File: src/rtl/ucmd_dec_param.sv
// UART command decoder: pops RX bytes, optionally echoes them, matches single-char
// commands against a table and collects "#digits<CR>" decimal arguments.
//
// state  | meaning
// IDLE   | waiting for an RX byte (fetch allowed)
// DEC    | decode a byte fetched in IDLE
// ARG    | collecting argument digits, inter-byte timeout running (fetch allowed)
// ADEC   | decode a byte fetched in ARG
module ucmd_dec_param #(
    parameter int                NCMD       = 10,
    parameter logic [NCMD*8-1:0] CMD_TABLE  = "CFM-+LRcsr",
    parameter logic [7:0]        PREFIX     = "#",
    parameter logic [7:0]        TERM       = 8'h0D,
    parameter int                ARG_DIGITS = 4,
    parameter int                ARG_W      = 14,
    parameter int                TO_CYC     = 100000000,
    parameter bit                ECHO       = 1'b1
) (
    input  logic             clk,
    input  logic             rst,
    input  logic [7:0]       rx_data,
    input  logic             rx_empty,
    output logic             rx_pop,
    output logic [7:0]       tx_data,
    input  logic             tx_full,
    output logic             tx_push,
    output logic [NCMD-1:0]  cmd_pulse,
    output logic [ARG_W-1:0] arg_value,
    output logic             arg_valid,
    output logic             err_pulse,
    output logic             busy
);

    localparam int TO_W  = (TO_CYC > 1) ? $clog2(TO_CYC) : 1;
    localparam int CNT_W = $clog2(ARG_DIGITS + 1);
    localparam logic [TO_W-1:0]  TO_LAST = TO_W'(TO_CYC - 1);
    localparam logic [CNT_W-1:0] CNT_MAX = CNT_W'(ARG_DIGITS);

    typedef enum logic [1:0] {
        S_IDLE,
        S_DEC,
        S_ARG,
        S_ADEC
    } state_t;

    state_t           state;
    logic [7:0]       byte_q;
    logic [ARG_W-1:0] acc;
    logic [CNT_W-1:0] dig_cnt;
    logic [TO_W-1:0]  to_cnt;

    logic             fetch;
    logic             tbl_hit;
    logic [NCMD-1:0]  tbl_vec;
    logic             is_digit;
    logic [ARG_W+3:0] acc_mul;
    logic [ARG_W-1:0] acc_next;

    // Pop and echo share one cycle; with echo off a full TX FIFO cannot stall us.
    assign fetch   = !rst && (state == S_IDLE || state == S_ARG) && !rx_empty
                     && (!tx_full || !ECHO);
    assign rx_pop  = fetch;
    assign tx_push = ECHO ? fetch : 1'b0;
    assign tx_data = rx_data;

    // Descending scan so the lowest matching channel is the one left standing.
    always_comb begin
        tbl_hit = 1'b0;
        tbl_vec = '0;
        for (int k = NCMD - 1; k >= 0; k--) begin
            if (byte_q == CMD_TABLE[8*k +: 8]) begin
                tbl_hit    = 1'b1;
                tbl_vec    = '0;
                tbl_vec[k] = 1'b1;
            end
        end
    end

    assign is_digit = (byte_q >= 8'h30) && (byte_q <= 8'h39);
    assign acc_mul  = ({4'b0000, acc} * (ARG_W+4)'(10)) + (ARG_W+4)'(byte_q[3:0]);
    assign acc_next = acc_mul[ARG_W-1:0];

    always_ff @(posedge clk or posedge rst) begin
        if (rst) begin
            state     <= S_IDLE;
            byte_q    <= '0;
            acc       <= '0;
            dig_cnt   <= '0;
            to_cnt    <= '0;
            cmd_pulse <= '0;
            arg_value <= '0;
            arg_valid <= 1'b0;
            err_pulse <= 1'b0;
            busy      <= 1'b0;
        end else begin
            cmd_pulse <= '0;
            arg_valid <= 1'b0;
            err_pulse <= 1'b0;
            case (state)
                S_IDLE: begin
                    if (fetch) begin
                        byte_q <= rx_data;
                        state  <= S_DEC;
                    end
                end
                S_DEC: begin
                    if (byte_q == PREFIX) begin
                        acc     <= '0;
                        dig_cnt <= '0;
                        to_cnt  <= '0;
                        busy    <= 1'b1;
                        state   <= S_ARG;
                    end else if (tbl_hit) begin
                        cmd_pulse <= tbl_vec;
                        state     <= S_IDLE;
                    end else begin
                        err_pulse <= 1'b1;
                        state     <= S_IDLE;
                    end
                end
                S_ARG: begin
                    if (fetch) begin
                        byte_q <= rx_data;
                        to_cnt <= '0;
                        state  <= S_ADEC;
                    end else if (to_cnt == TO_LAST) begin
                        err_pulse <= 1'b1;
                        busy      <= 1'b0;
                        acc       <= '0;
                        dig_cnt   <= '0;
                        to_cnt    <= '0;
                        state     <= S_IDLE;
                    end else begin
                        to_cnt <= to_cnt + 1'b1;
                    end
                end
                S_ADEC: begin
                    if (is_digit && dig_cnt < CNT_MAX) begin
                        acc     <= acc_next;
                        dig_cnt <= dig_cnt + 1'b1;
                        state   <= S_ARG;
                    end else if (byte_q == TERM && dig_cnt != '0) begin
                        arg_value <= acc;
                        arg_valid <= 1'b1;
                        busy      <= 1'b0;
                        state     <= S_IDLE;
                    end else begin
                        err_pulse <= 1'b1;
                        busy      <= 1'b0;
                        acc       <= '0;
                        dig_cnt   <= '0;
                        state     <= S_IDLE;
                    end
                end
                default: begin
                    busy  <= 1'b0;
                    state <= S_IDLE;
                end
            endcase
        end
    end

endmodule

File: config.mk
export PLATFORM = sky130hd
export DESIGN_NAME = ucmd_dec_param
export DESIGN_NICKNAME = d
export VERILOG_FILES = /design/src/rtl/ucmd_dec_param.sv
export SDC_FILE = /design/constraint.sdc
export NUM_CORES = 1
export LEC_CHECK = 0
export ABC_AREA = 0
export BUFFER_PORTS_ARGS = -buffer_cell sky130_fd_sc_hd__buf_2
export CAP_MARGIN = 25
export CORE_MARGIN = 4
export CORE_UTILIZATION = 59
export CTS_CLUSTER_DIAMETER = 50
export DETAILED_ROUTE_END_ITERATION = 7
export PLACE_DENSITY = 0.79
export SLEW_MARGIN = 20
export SYNTH_ARGS = -nofsm -noshare
export SYNTH_HDL_FRONTEND = slang
export SYNTH_SLANG_ARGS = --single-unit
export TNS_END_PERCENT = 5
File: constraint.sdc
create_clock -name clk -period 3.5 [get_ports clk]
set_clock_uncertainty 0.05 [all_clocks]
set_input_delay 0.7 -clock clk [delete_from_list [all_inputs] [get_ports clk]]
set_output_delay 0.7 -clock clk [all_outputs]
set_load 0.01 [all_outputs]
Yosys cells after proc, flatten, opt, wreduce, memory -nomap -nowiden
Index checks and enable logic that the tools add are counted.

operators by class
  bitwise logic cells = 1
  mux-type cells = 60
  equality and inequality tests = 23
  multipliers = 1
  magnitude comparators = 3
  $add $sub $neg = 3
  reductions and logical operators = 21

operators by type and width
  operator                 count
  $mux W10                 13
  $mux W27                 3
  $mux W14                 5
  $eq A8 B7 Y1 const B     8
  $pmux W27 S2             1
  $pmux W14 S3             1
  $add A27 B1 Y27 const B  1
  $eq A27 B27 Y1 const B   1
  $eq A8 B6 Y1 const B     3
  $mux W1                  23
  $mux W3                  5
  $add A14 B4 Y14          1
  $mul A14 B3 Y13 const B  1
  $mux W2                  5
  $reduce_and A5 Y1        2
  $pmux W3 S3              1
  $eq A8 B4 Y1 const B     1
  $ge A8 B6 Y1 const B     1
  $le A8 B6 Y1 const B     1
  $ne A2 B2 Y1 const B     4
  $pmux W2 S4              1
  $logic_and A1 B1 Y1      6
  $pmux W1 S3              2
  $reduce_and A2 Y1        3
  15 further kinds         19

storage, ports and cells
  bits of input ports = 12
  flip-flop bits (word level) = 81
  logic and storage cells = 122
  output and inout bits = 37

Logic depth before layout (Yosys ltp)
Gate-level depths: netlist (run 1).

  word-level depth = 14
  depth in mapped cells = 9
  mapped depth without buffers = 9

Worst setup path before layout (run 1)
No wires, ideal clock.

  path type = flip-flop to flip-flop
  start point = register acc[1]
  end point = register acc[13]
  setup slack = 0.536 ns
  cell stages (with the launch flop) = 10
  buffers on the path = 0
  data required time = 3.363 ns
  arrival time = 2.827 ns
  setup time = 0.087 ns
  period minus slack after synthesis = 2.964 ns
  cell sequence = dfrtp_1 > ha_1 > ha_1 > fa_1 > a211o_1 > a2111o_1 > o311ai_2 > nand3b_2 > or3_1 > o211ai_1

between the ends
  cells in the longest elaborated chain, start to end = 4

ends and longest elaborated chain
  item                      RTL line  RTL
  start: declaration        48        logic [ARG_W-1:0] acc;
  start signal: assignment  139       acc <= acc_next;
  $mul A14 B3 Y13           80        assign acc_mul = ({4'b0000, acc} * (ARG_W+4)'(10)) + (ARG_W+4)'(byte_q[3:0]);
  $add A14 B4 Y14           80
  $mux W14                  138       if (is_digit && dig_cnt < CNT_MAX) begin
  $pmux W14 S3              99        case (state)

No other way between the ends.
A chain may end at the register's enable or synchronous reset.

Worst setup path in the final report (run 1)
Same ends and word-level chain as after synthesis.

==> results.md, run 1 <==
Power:
- Power comes to 2.80 mW.
- In this run the power density over the cells is 546 mW/mm2.
- The static leakage is 2.48 nW.
- The largest vdd supply drop is 0.360 mV.

Yosys:
- Among all cell types in the netlist, the one instantiated most often is dfrtp_1.
- After synthesis, the cell types taking the most area are dfrtp_1 (43%), ha_1 (6.7%), mux2_2 (5.1%).
- The total number of yosys warnings is 0.
- The number of distinct library cells after synthesis is 71.
- The proportion of synthesized chip area in sequential cells is 43.4%.
- The largest total area in the synthesized netlist belongs to dfrtp_1.
- Each instance of the synthesized netlist takes up on average 10.2 um2.
- Of the post-synthesis cell area, the dominant cell type holds 43.4%.
- Synthesis produced 458 cells.
- Counting flops with an async set or reset pin after synthesis yields a share of 100%.
- The flip-flop and latch count after synthesis is 81.
- The synthesized area is 0.00467 mm2.
- Among all flip-flop cells after synthesis, the most frequent one is dfrtp_1.
- The number of enable-type register cells in the synthesized netlist is 0.
- Ranked by instance count, the synthesized netlist is headed by dfrtp_1 (81), nor2_1 (52), nand2_1 (41), xor2_1 (26), ha_1 (25).
- Counting every net in the synthesized netlist gives 497.

Global route:
- Entering global routing, the biggest net connects 33 pins.
- Global routing used 20.7% of the available tracks across all layers.
- Global routing finished with a remaining overflow of 0.
- The initial antenna violation count is 0.
- The via count of the first global-routing pass is 3414.
- The wire length of the first global-routing pass is 16100 um.

Timing:
- After layout, the minimum clock period comes to 3.20 ns.
- Headroom to the max-slew limit came out at 52.0%.
- The count of final hold-check violations came to 0.
- The measured slew at the worst slew-check pin is 0.720 ns.
- For this run, the top clock speed supported by timing is 0.313 GHz.
- Setup total negative slack on the finished layout was measured at 0 ns.
- On the final layout, the worst hold slack is 0.279 ns.
- The max-slew violation total from the final report is 0.
- Setup violations remaining at the end of the flow were counted as 0.
- Setup repair after global routing left no endpoint under its margin.
- The final clock period utilization by the worst path is 91.3%.

Clocking:
- The clock insertion delay at the later pin of the skew report is 0.35 ns.
- The H-tree was split into 3 levels.
- The number of instances resized during post-cts repair is 0.
- The clock tree from TritonCTS is done.
- The TritonCTS buffer count is 9.
- The total clock sinks is 81.
- After clock tree synthesis, the setup repair step added 0 buffers.
- The maximum number of buffers from clock root to sink is 2.
- For this design, the CTS-stage hold fixing added 0 buffers.
- The tree is rooted in a clkbuf_8.
- The clock edge transition at the registers on the reported setup and hold paths is 0.08 ns.

Die:
- The number of placed I/O pins is 49.
- The floorplan die area is 0.00939 mm2.
- In this run the vertical extent of the chip is 96.9 um.
- The core region area is 0.00773 mm2.
- From left edge to right edge, the die measures 96.9 um.
- The number of rows created at floorplan is 32.
- The initial utilization of the core area, before any placement, comes to 60.4%.

Routing:
- For this run, the detailed router's first-pass iteration total came to 4.
- The vias per cell is 5.87.
- After detailed routing, the average wire length per cell comes to 15.6 um.
- The total wire length after detailed routing is 9440 um.
- The overall via count from detail_route is 3557.
- After detailed routing, the number of remaining DRC violations is 0.
- The residual antenna-violating net count after detailed routing is 0.
- The detailed router finished its first iteration with 183 violations.

Run:
- Across the run, the number of max-cap violations was 0.

Critical path:
- The required time of the critical path is 3.67 ns.
- The arrival time of the worst setup path is 3.37 ns.
- On the worst path, the slowest cell contributes a delay of 0.45 ns.
- The critical path in this run is classified as reg2reg.
- The category of the worst setup path capture point is a register.
- The standard cell with the maximum stage delay on the critical path is dfrtp_1.
- The critical path's most frequent cell is ha_1.
- STA classifies the critical path startpoint as a register.
- The maximum fanout along the worst path is 5.
- Walking the worst path, the cells encountered are ha_1 > ha_1 > fa_1 > a211o_1 > a2111o_1 > o311ai_2 > nand3b_2 > o311ai_0 > o211ai_1.

Cells and area:
- In the final layout, the multi-input gates occupy 0.00245 mm2.
- The utilization after layout is 66.4%.
- The repair_antennas step left the layout with diodes totalling 0.
- The sequential cells in the finished layout cover a total of 0.00203 mm2.
- The area overhead of the layout relative to synthesis is 9.90%.
- Excluding fillers, the count of instances in the completed layout stands at 606.
- The fill cell total of the finished layout is 599.
- The number of nets in the layout is 538.
- In the final layout, the share of cells above drive strength 1 is 22.4%.

Place:
- The congestion estimate from routability-driven global placement came to 0.914.
- Once placement completed, the tool counted placed cells totaling 590.
- The sum of net half-perimeters after detailed placement is 7020 um.
- The total of buffers placed on input and output ports is 48.

Outcome:
- The flow ran to the end, and the final reports show no timing, DRC or antenna violations.

Min path:
- The path class of the tightest hold or removal check is in2async.
==> metal layers <==
metal	vias up	wire, um	track usage, %	part of all wire (%)
met2	89	4590	33.1	49
met3	21	447	3.60	4.7
met4	0	201	8.96	2.1
met1	1731	4190	27.7	44
li1	1716	-	-	-
met5	-	0	0	0
==> sequential cells by signal, summed over array words and instances (netlist names) <==
register	flops
to_cnt	27
acc	14
arg_value	14
cmd_pulse	10
byte_q	8
dig_cnt	3
state	2
arg_valid	1
busy	1
err_pulse	1
==> where the power goes <==
part / internal [mW] / switching [mW]
registers: 1.03 / 0.127
logic: 0.411 / 0.541
clock network: 0.351 / 0.342
==> layout make-up <==
cell class              instances  area share (%)
clock buffers                  12            2.83
clock inverters                 4            1.00
inverters                      13           0.976
multi-input cells             341            47.8
flip-flops and latches         81            39.5
well taps                     102            2.49
repair buffers                 53            5.42
==> placed cells by master (no fill, tap or decap), types with 3 or more instances in the layout <==
master,count
nor3b_1,3
o21ai_1,9
xnor2_1,13
buf_4,5
o31ai_1,3
and4_1,4
nor3_1,8
nor2b_1,6
and3_1,6
buf_2,48
nor2_1,52
nand2_1,41
a21oi_1,14
o21a_1,3
mux2_2,21
a22o_1,5
o21ai_0,10
ha_1,25
clkbuf_8,10
inv_1,12
nand3_1,16
nor4_1,5
xor2_1,26
nand4_1,14
dfrtp_1,81
==> cell families after synthesis <==
| kind of cell | synth area share, % |
|---|---|
| AND/OR/NAND/NOR | 21.2 |
| flip-flops | 43.4 |
| AO/OA/AOI/OAI | 11.0 |
| XOR/XNOR | 7.32 |
| buffers and inverters | 4.21 |
| adder cells (fa/ha/maj) | 7.56 |
| multiplexers | 5.28 |
==> worst max-delay path, delay by kind of cell (launching register included) <==
family | cells | cell delay [ns]
and+or+nand+nor | 1 | 0.16
AOI/OAI and AO/OA | 5 | 1.41
adders and majority gates | 3 | 1.01
DFF | 1 | 0.45
==> path summary, 6_finish.rpt <==
kind / to / cells past startpoint / from / slack (ns)
max: acc[13]$_DFFE_PP0P_ / 9 / acc[1]$_DFFE_PP0P_ / 0.30
min: arg_value[3]$_DFFE_PP0P_ / 2 / rst / 0.28
max reg2reg: acc[13]$_DFFE_PP0P_ / 9 / acc[1]$_DFFE_PP0P_ / 0.30
min reg2reg: arg_value[8]$_DFFE_PP0P_ / 1 / arg_value[8]$_DFFE_PP0P_ / 0.46
max in group asynchronous: to_cnt[21]$_DFFE_PP0P_ / 3 / rst / 2.40
min in group clk: arg_value[8]$_DFFE_PP0P_ / 1 / arg_value[8]$_DFFE_PP0P_ / 0.46
==> metrics by stage <==
stage | instance area (um2) | worst slack (ns)
after floorplan | 4670 | 0.536
after global placement | 4930 | 0.440
after detailed placement | 4930 | 0.312
after CTS | 5130 | 0.294
after global routing | 5130 | 0.126
final | 5130 | 0.304
Note: power is estimated with default switching activity, not from simulation.
==> run 2, diff against run 1 <==
--- a/config.mk
+++ b/config.mk
@@ -12,6 +12,7 @@
 export CORE_UTILIZATION = 59
 export CTS_CLUSTER_DIAMETER = 50
 export DETAILED_ROUTE_END_ITERATION = 7
+export MAX_ROUTING_LAYER = met4
 export PLACE_DENSITY = 0.79
 export SLEW_MARGIN = 20
 export SYNTH_ARGS = -nofsm -noshare
==> run 2 against run 1 <==
Clock power shrank 4.0%. Cell area fell by 0.24%. Sequential cell count is the same. Largest power group unchanged.
==> results.md, run 2 (synthesis results as in run 1) <==
Critical path:
- The arrival time of the worst setup path is 3.34 ns (was 3.37 ns).
- The critical path's most frequent cell is ha_1 (unchanged).
- The startpoint-to-endpoint class of the critical path is reg2reg (unchanged).
- The timing startpoint of the critical path was acc[1]$_DFFE_PP0P_ (unchanged).
- The depth of the worst register-to-register path is 9 (unchanged).
- The standard cell with the maximum stage delay on the critical path is dfrtp_1 (unchanged).
- The number of cells on the critical path is 9 (unchanged).
- The required time of the critical path is 3.66 ns (was 3.67 ns).
- The maximum fanout along the worst path is 5 (unchanged).
- The startpoint type of the worst setup path is a register (unchanged).
- The worst flop-to-flop path startpoint is acc[1]$_DFFE_PP0P_ (unchanged).
- The category of the worst setup path capture point is a register (unchanged).
- CP cell instances: ha_1 > ha_1 > fa_1 > a211o_1 > a2111o_1 > o311ai_2 > nand3b_2 > o311ai_0 > o211ai_1 (unchanged).
- The peak per-stage delay on the critical path is 0.46 ns (was 0.45 ns).
- The family of cells with the greatest summed delay on the critical path is compound AO/OA/AOI/OAI gates (unchanged).
- The count of buffering cells on the critical path with inverters included was 0 (unchanged).

Global route:
- The global-route usage over all layers is 21.7% (was 20.7%).
- The total congestion overflow is 0 (unchanged).
- The via count of the first global-routing pass is 3571 (was 3414).
- The wire length of the first global-routing pass is 16600 um (was 16100 um).
- The largest net degree at the start of global routing came to 36 (was 33).
- The initial antenna violation count is 0 (unchanged).

Power:
- The power per standard cell area is 543 mW/mm2 (was 546 mW/mm2).
- The static leakage was 2.47 nW (was 2.48 nW).
- The largest vdd supply drop is 0.392 mV (was 0.360 mV).

Clocking:
- The clock tree root driver cell is clkbuf_8 (unchanged).
- The depth of the CTS H-tree was 3 (unchanged).
- The clock edge transition at the registers on the reported setup and hold paths is 0.08 ns (about the same).
- The number of instances resized during post-cts repair is 0 (unchanged).
- The TritonCTS buffer count is 9 (unchanged).
- The number of setup buffers added after CTS is 0 (unchanged).
- The number of buffers inserted for hold repair after clock tree synthesis came to 0 (unchanged).
- The clock tree from TritonCTS is done (unchanged).
- The total clock sinks is 81 (unchanged).
- The maximum number of buffers from clock root to sink is 2 (unchanged).
- The clock insertion delay at the later pin of the skew report is 0.35 ns (about the same).

Timing:
- The aggregate negative setup slack is 0 ns (unchanged).
- The worst-case headroom to the max-slew limit was 50.0% (was 52.0%).
- The final clock period utilization by the worst path is 90.6% (was 91.3%).
- The number of setup violations in the final report came to 0 (unchanged).
- The maximum clock frequency was 0.315 GHz (was 0.313 GHz).
- The max-slew violation total from the final report is 0 (unchanged).
- The final worst-path setup slack was 0.328 ns (was 0.304 ns).
- The count of final hold-check violations was 0 (unchanged).
- The measured slew at the worst slew-check pin was 0.749 ns (was 0.720 ns).
- The shortest clock period the worst path allows after layout came to 3.17 ns (was 3.20 ns).
- RSZ-0062 raised after global routing: false (unchanged).

Cells and area:
- The area overhead of the layout relative to synthesis is 9.63% (was 9.90%).
- The flip-flop count of the largest register after layout is 27 (unchanged).
- The number of antenna diodes came to 0 (unchanged).
- The commonest non-fill, non-tap cell in the layout is dfrtp_1 (unchanged).
- The register with the highest flop count is to_cnt (unchanged).
- The number of nets in the layout is 538 (unchanged).
- The post-route non-filler standard cell count was 604 (was 606).
- Biggest registers after layout: to_cnt x27, acc x14, arg_value x14 (unchanged).
- The fill cell total of the finished layout is 594 (was 599).
- Commonest cells after routing, fill and taps aside: dfrtp_1 (81), nor2_1 (52), buf_2 (48), nand2_1 (41), xor2_1 (26) (unchanged).
- The share of cells above drive strength 1 is 22.3% (was 22.4%).

Min path:
- The path type of the worst min-delay path is in2async (unchanged).

Routing:
- The initial DRC count was 151 (was 183).
- The vias per cell is 5.87 (about the same).
- The routed wirelength normalized by instance count is 15.7 um (was 15.6 um).
- The residual antenna-violating net count after detailed routing is 0 (unchanged).
- The overall via count from detail_route is 3545 (was 3557).
- The total wire length after detailed routing was 9470 um (was 9440 um).
- The number of remaining DRC errors was 0 (unchanged).
- The first-pass detailed-route iteration total is 4 (unchanged).

Place:
- The sum of net half-perimeters after detailed placement was 7080 um (was 7020 um).
- The worst-case setup slack after placement came to 0.344 ns (was 0.312 ns).
- The total of buffers placed on input and output ports is 48 (unchanged).
- The placed instance count is 590 (unchanged).
- The final weighted congestion of routability-driven global placement was 0.911 (was 0.914).

Die:
- The chip height came to 96.9 um (unchanged).
- The number of rows created at floorplan came to 32 (unchanged).
- The number of placed I/O pins is 49 (unchanged).
- The effective utilization at floorplan came to 60.4% (unchanged).
- The floorplan die area came to 0.00939 mm2 (unchanged).
- The floorplan die width came to 96.9 um (unchanged).
- The core region area is 0.00773 mm2 (unchanged).

Run:
- The max-cap violation count is 0 (unchanged).

Outcome:
- Result of the run: complete, no violations (unchanged).
==> run 2: cell count changes in the layout (fill, tap and decap cells not counted), sizes merged <==
cell,change
clkbuf,-1
inv,-1
==> run 2: where the power goes <==
group / switching [mW] / internal [mW] / leakage (nW)
sequential: 0.130 / 1.03 / 1.09
clock: 0.324 / 0.341 / 0.0913
combinational: 0.546 / 0.409 / 1.29
==> run 2: per-layer routing <==
metal / up-vias / part of all wire (%) / global-route usage, %
li1: 1713 / - / -
met2: 80 / 51 / 36.0
met1: 1727 / 43 / 26.7
met3: 25 / 3.8 / 3.97
met5: - / 0 / -
met4: 0 / 2.2 / 7.99
==> run 2: final timing paths <==
path / end / slack (ns)
max: acc[13]$_DFFE_PP0P_ / 0.33
min: byte_q[5]$_DFFE_PP0P_ / 0.37
max reg2reg: acc[13]$_DFFE_PP0P_ / 0.33
min reg2reg: arg_value[9]$_DFFE_PP0P_ / 0.45
max in group asynchronous: arg_value[9]$_DFFE_PP0P_ / 2.29
min in group clk: arg_value[9]$_DFFE_PP0P_ / 0.45
==> run 2: area by class of cell <==
type	count	area [um2]	area share (%)
clock buffer	11	141	2.76
timing repair buffer	53	278	5.43
sequential	81	2030	39.6
multi-input combinational	341	2450	47.9
inverter	13	50.0	0.978
clock inverter	3	42.5	0.832
tap	102	128	2.50
==> run 2: worst register-to-register path, cell delays in order (launching register included) <==
cell,delay (ns)
dfrtp_1,0.46
ha_1,0.32
ha_1,0.26
fa_1,0.41
a211o_1,0.36
a2111o_1,0.39
o311ai_2,0.13
nand3b_2,0.17
o311ai_0,0.35
o211ai_1,0.13
==> run 2: metrics by stage <==
stage	instance area, um2	util (%)	hold WS [ns]	total power [mW]
3_3_place_gp	4930	63.8	0.440	2.07
2_1_floorplan	4670	-	0.411	1.91
5_1_grt	5110	66.2	0.404	2.96
4_1_cts	5110	66.2	0.370	2.78
3_5_place_dp	4930	63.8	0.441	2.11
6_report	5110	66.2	0.369	2.78
